## src/rtl/xbee_pkg.sv

```systemverilog
// xbee_pkg: XBee API framing constants and transmit FSM state encoding.
package xbee_pkg;
    localparam logic [7:0]  START_DELIM = 8'h7E;
    localparam logic [7:0]  API_TX_REQ  = 8'h10;
    localparam logic [7:0]  API_RX_PKT  = 8'h90;
    localparam logic [7:0]  ESC_BYTE    = 8'h7D;
    localparam logic [7:0]  ESC_MASK    = 8'h20;
    localparam logic [7:0]  XON         = 8'h11;
    localparam logic [7:0]  XOFF        = 8'h13;
    localparam logic [15:0] FRAME_LEN   = 16'h0010;
    localparam logic [4:0]  LAST_IDX    = 5'd19;

    typedef enum logic [2:0] {IDLE, SEND, WAIT_HI, WAIT_LO, DONE} state_t;

    function automatic logic needs_escape(input logic [7:0] b);
        return b == START_DELIM || b == ESC_BYTE || b == XON || b == XOFF;
    endfunction
endpackage

```

## src/rtl/xbee_rr_arbiter.sv

```systemverilog
// xbee_rr_arbiter: 2-way round-robin grant; the pointer favours the requester not granted last.
module xbee_rr_arbiter (
    input  logic       clock,
    input  logic       reset,
    input  logic       enable,
    input  logic [1:0] valid,
    output logic [1:0] grant
);
    logic ptr;

    always_comb begin
        grant[0] = enable && valid[0] && (!valid[1] || !ptr);
        grant[1] = enable && valid[1] && (!valid[0] || ptr);
    end

    always_ff @(posedge clock or negedge reset) begin
        if (!reset)        ptr <= 1'b0;
        else if (grant[0]) ptr <= 1'b1;
        else if (grant[1]) ptr <= 1'b0;
    end
endmodule

```

## src/rtl/xbee_tx_arbiter.sv

```systemverilog
// xbee_tx_arbiter: shares one UART between two requesters, wrapping payloads in XBee 0x10 frames.
// Define XBEE_TX_ESCAPE_EN for API mode 2 byte escaping.
module xbee_tx_arbiter
    import xbee_pkg::*;
#(
    parameter logic [63:0] DEST_ADDR64 = 64'h0000_0000_0000_FFFF,
    parameter logic [15:0] DEST_ADDR16 = 16'hFFFE,
    parameter logic [7:0]  RADIUS      = 8'h00,
    parameter logic [7:0]  OPTIONS     = 8'h00
) (
    input  logic        clock,
    input  logic        reset,
    input  logic        req0_valid,
    input  logic [15:0] req0_data,
    output logic        req0_ack,
    input  logic        req1_valid,
    input  logic [15:0] req1_data,
    output logic        req1_ack,
    output logic [7:0]  tx_byte,
    output logic        tx_start,
    input  logic        tx_busy,
    output logic        busy,
    output logic [7:0]  last_frame_id
);
    state_t       state;
    logic [4:0]   idx;
    logic [7:0]   frame_id;
    logic [7:0]   sum;
    logic [7:0]   raw;
    logic [15:0]  payload;
    logic [1:0]   grant;
    logic [159:0] frame;
    logic         need_esc;
    logic         esc_phase;

    // The checksum slot reads the running sum, which is complete by the time idx reaches it.
    assign frame = {START_DELIM, FRAME_LEN, API_TX_REQ, frame_id, DEST_ADDR64, DEST_ADDR16,
                    RADIUS, OPTIONS, payload, 8'hFF - sum};
    assign raw   = frame[8*(19-int'(idx)) +: 8];

`ifdef XBEE_TX_ESCAPE_EN
    assign need_esc = idx != 5'd0 && needs_escape(raw);

    always_ff @(posedge clock or negedge reset) begin
        if (!reset)                                        esc_phase <= 1'b0;
        else if (state == WAIT_LO && !tx_busy && need_esc) esc_phase <= !esc_phase;
    end
`else
    assign need_esc  = 1'b0;
    assign esc_phase = 1'b0;
`endif

    xbee_rr_arbiter u_arb (
        .clock  (clock),
        .reset  (reset),
        .enable (state == IDLE && !tx_busy),
        .valid  ({req1_valid, req0_valid}),
        .grant  (grant)
    );

    always_ff @(posedge clock or negedge reset) begin
        if (!reset) begin
            state         <= IDLE;
            idx           <= 5'd0;
            sum           <= 8'h00;
            payload       <= 16'h0000;
            frame_id      <= 8'h01;
            req0_ack      <= 1'b0;
            req1_ack      <= 1'b0;
            tx_byte       <= 8'h00;
            tx_start      <= 1'b0;
            busy          <= 1'b0;
            last_frame_id <= 8'h00;
        end else begin
            req0_ack <= 1'b0;
            req1_ack <= 1'b0;
            tx_start <= 1'b0;
            case (state)
                IDLE: if (|grant) begin
                    payload  <= grant[0] ? req0_data : req1_data;
                    req0_ack <= grant[0];
                    req1_ack <= grant[1];
                    busy     <= 1'b1;
                    idx      <= 5'd0;
                    sum      <= 8'h00;
                    state    <= SEND;
                end
                SEND: begin
                    tx_byte  <= esc_phase ? raw ^ ESC_MASK : need_esc ? ESC_BYTE : raw;
                    tx_start <= 1'b1;
                    state    <= WAIT_HI;
                end
                WAIT_HI: if (tx_busy) state <= WAIT_LO;
                WAIT_LO: if (!tx_busy) begin
                    if (need_esc && !esc_phase) state <= SEND;
                    else if (idx == LAST_IDX)   state <= DONE;
                    else begin
                        if (idx >= 5'd3) sum <= sum + raw;
                        idx   <= idx + 5'd1;
                        state <= SEND;
                    end
                end
                DONE: begin
                    last_frame_id <= frame_id;
                    frame_id      <= frame_id == 8'hFF ? 8'h01 : frame_id + 8'h01;
                    busy          <= 1'b0;
                    state         <= IDLE;
                end
                default: state <= IDLE;
            endcase
        end
    end
endmodule

```

## config.mk

```make
export PLATFORM = sky130hd
export DESIGN_NAME = xbee_tx_arbiter
export DESIGN_NICKNAME = d
export VERILOG_FILES = /design/src/rtl/xbee_pkg.sv /design/src/rtl/xbee_rr_arbiter.sv /design/src/rtl/xbee_tx_arbiter.sv
export SDC_FILE = /design/constraint.sdc
export NUM_CORES = 1
export LEC_CHECK = 0
export ABC_CLOCK_PERIOD_IN_PS = 4019
export CELL_PAD_IN_SITES_DETAIL_PLACEMENT = 2
export CELL_PAD_IN_SITES_GLOBAL_PLACEMENT = 2
export CORE_AREA = 2 2 135 84
export CTS_CLUSTER_SIZE = 12
export DETAILED_ROUTE_END_ITERATION = 6
export DIE_AREA = 0 0 137 86
export PLACE_DENSITY_LB_ADDON = 0.1
export SKIP_CTS_REPAIR_TIMING = 1
export SYNTH_ARGS = -nofsm -noshare
export SYNTH_HDL_FRONTEND = slang
export SYNTH_SLANG_ARGS = --single-unit
```

## constraint.sdc

```tcl
create_clock -name clock -period 4.02 [get_ports clock]
set_clock_uncertainty 0.2 [all_clocks]
set_input_delay 1.206 -clock clock [delete_from_list [all_inputs] [get_ports clock]]
set_output_delay 1.206 -clock clock [all_outputs]
set_load 0.05 [all_outputs]
```

==> summary.md <==
| Metric | Value |
|---|---|
| CTS tree | built |
| Setup TNS | 0 ps |
| Buf+Inv Stages, Crit Path | 1 |
| CP top delay family | compound AO/OA/AOI/OAI gates |
| Standard-cell rows | 29 |
| Clk_lat worst skew | 330 ps |
| Crit Path Class | reg -> reg |
| Cell Area, Synth | ~3400 sq um |
| Die Footprint | 11780 sq um |
| Gp weighted congestion | 0.8450 |
| Tcrit/Tclk final | around nine tenths |
| Final nets | between 400 and 500 |
| Syn Area/Cell | 9.580 sq um |
| Status | complete, no violations |
| DR iter-0 viols | 106 |
| Largest cells by area after synthesis | dfrtp_1, nand2_1, mux2i_1 |
| Vias in the first global route | ~3100 |
| Sequential area share after synthesis | between 40 and 50% |
| CP Cell Sequence | inv_1, ha_1, ha_1, nand3_1, nor3_1, a31o_2, ha_1, a21o_1, a21oi_1, a32oi_1, xor2_1, a21oi_2, o22ai_2 |
| Pwr Density | between 700 and 800 nW/um^2 |
| Netlist cell types | 54 |
| Top post-synthesis cells by count | nand2_1, dfrtp_1, o21ai_0 |
| #FFs+latches synth | 61 |
| Clock transition at path regs | 50 ps |
| Slew HR | between 50% and 60% |
| Hold Crit Class | reg -> reg |
| Critical Path AT | roughly 3700 ps |
| Post-synth EDFFs | 0 |
| Highest Clock Rate | 273.4 MHz |
| Clk sink count | just over 60 |
| Gate Count Post-Synth | about 360 |
| Net Count, Synth | just over 400 |
| Avg Vias per Cell | a little over 5 |
| Synth Flop Type | dfrtp_1 |
| Chip height | ~86 microns |
| YS warnings | 0 |
| CP peak stage delay | approximately 450 ps |
| DRC errors left | 0 |
| I/O Buffers | 56 |
| H-tree depth | 3 |
| Via count | ~2900 |
| Root Driver | clkbuf_16 |
| Antenna Nets Post-Route | 0 |
| Async SR Flop Fraction | 100.0% |
| Largest net degree at the start of global routing | 36 |
| ANT cells | 0 |
| Die W | about 140 microns |
| Leakage | between 0.002 and 0.0025 uW |
| First-pass GRT wire length | ~17 mm |
| MaxCap Viol Count | 0 |
| Layout area overhead | 28.75% |
| GRT Overall Usage | a little under a fifth |
| RSZ-0062 raised after global routing | no |
| HPWL after DPL | 7.997 mm |
| Worst VDD drop | about 0.34 mV |
| WL per Instance | 18.50 microns |
| Area share of the largest cell type after synthesis | between 40% and 50% |
| CP Max Fanout | 6 |
| Max-slew violation count | 0 |
| I/O pin total | 57 |
| Grt total ovfl | 0 |
| Count leader, synth | nand2_1 |
| CTS buffer count | 9 |
| Initial antenna violation count | 0 |
| Final min period | 3658 ps |
| Initial Util | between 30% and 40% |
| Top cell by count, worst path | ha_1 |
| CP Launch Type | flop |
| CP Capture Type | flop |
| Fin. Hold Viols | 0 |
| CTS Buffer Depth | 2 |
| Hold_ws | between 200 and 300 ps |
| Layout cell share with drive strength beyond 1 | about an eighth |
| Slew @ Worst Pin | about 680 ps |
| DRT Pass-1 Iters | 4 |
| Cell taking the most area after synthesis | dfrtp_1 |
| Worst EP required | about 4000 ps |
| Core Box Area | around 10000 sq um |
| CP max stage cell | nor3_1 |
| Setup Viol. Count Final | 0 |
| Final WL | slightly above 10 mm |
worst reg2reg max path: cells and delay by family (launching register included):
family	cells	cell delay (ps)
AOI/OAI and AO/OA	6	1080
and+or+nand+nor	2	580
DFF	1	430
buffers and inverters	1	130
xor gates and xnor gates	1	270
adders and majority gates	3	890
per-stage QoR:
step	cell area [sq um]	power, uW	utilization, %	instances	setup slack [ps]
3_3_place_gp	4136	2428	39.58	545	714.8
5_1_grt	4415	3458	42.25	560	154.4
2_1_floorplan	3430	1963	-	358	599.8
6_report	4415	3223	42.25	560	361.8
3_5_place_dp	4136	2485	39.58	545	538.4
4_1_cts	4415	3250	42.25	560	433.8
report_power, final:
part | total (uW) | internal, uW | switching [uW]
combinational | 1560 | 624 | 931
sequential | 943 | 785 | 157
clock | 725 | 463 | 262
total | 3220 | 1870 | 1350
path summary, 6_finish.rpt:
path | startpoint | end | slack, ps | cells after the start
setup / recovery | idx[3]$_DFFE_PN0P_ | sum[7]$_DFFE_PN0P_ | 360 | 13
min in group asynchronous | reset | req1_ack$_DFF_PN0_ | 720 | 1
max in group asynchronous | reset | frame_id[0]$_DFFE_PN1P_ | 2220 | 2
hold reg to reg | last_frame_id[6]$_DFFE_PN0P_ | last_frame_id[6]$_DFFE_PN0P_ | 270 | 2
hold / removal | last_frame_id[6]$_DFFE_PN0P_ | last_frame_id[6]$_DFFE_PN0P_ | 270 | 2
setup reg to reg | idx[3]$_DFFE_PN0P_ | sum[7]$_DFFE_PN0P_ | 360 | 13
state kept, by name (all words and copies together) (netlist names):
register,flops
busy,1
last_frame_id,8
tx_start,1
u_arb.ptr,1
sum,8
frame_id,8
idx,5
tx_byte,8
payload,16
req0_ack,1
req1_ack,1
state,3
layer usage:
metal,vias up,global-route usage [%],part of all wire (%)
li1,1378,-,-
met1,1460,27.97,51
met2,62,28.86,43
met3,5,4.728,4.4
met4,0,3.936,0.68
met5,-,0,0
layout by cell type, fill, tap and decap left out, types with 6 or more instances in the layout:
cell type / synthesis / routed
clkbuf_16: 0 / 9
o21ai_0: 21 / 21
nand2_1: 71 / 71
xnor2_1: 8 / 8
mux2i_1: 17 / 17
buf_4: 1 / 9
dfrtp_1: 60 / 60
a22oi_1: 6 / 6
a22o_1: 7 / 7
inv_1: 11 / 11
nand3_1: 6 / 6
o21ai_1: 11 / 10
clkdlybuf4s50_1: 0 / 55
a21o_1: 12 / 12
a21oi_1: 17 / 17
mux2_2: 8 / 8
ha_1: 12 / 12
nor2_1: 17 / 17
final cells by class:
class / count / area [sq um]
fill: 1135 / 6035
tap: 139 / 173.9
sequential: 61 / 1528
clock inverter: 1 / 5.005
inverter: 12 / 45.04
timing repair buffer: 66 / 643.1
clock buffer: 14 / 274.0
multi-input combinational: 267 / 1747
logic make-up after synthesis:
kind of cell | after synthesis | share of synthesized area [%]
AOI/OAI and AO/OA | 96 | 19.30
xor gates and xnor gates | 12 | 3.065
adders and majority gates | 13 | 4.962
buffers and inverters | 30 | 4.633
DFF | 61 | 44.55
muxes | 25 | 7.588
and+or+nand+nor | 121 | 15.91
No activity file was read; power rests on OpenSTA's default activity.
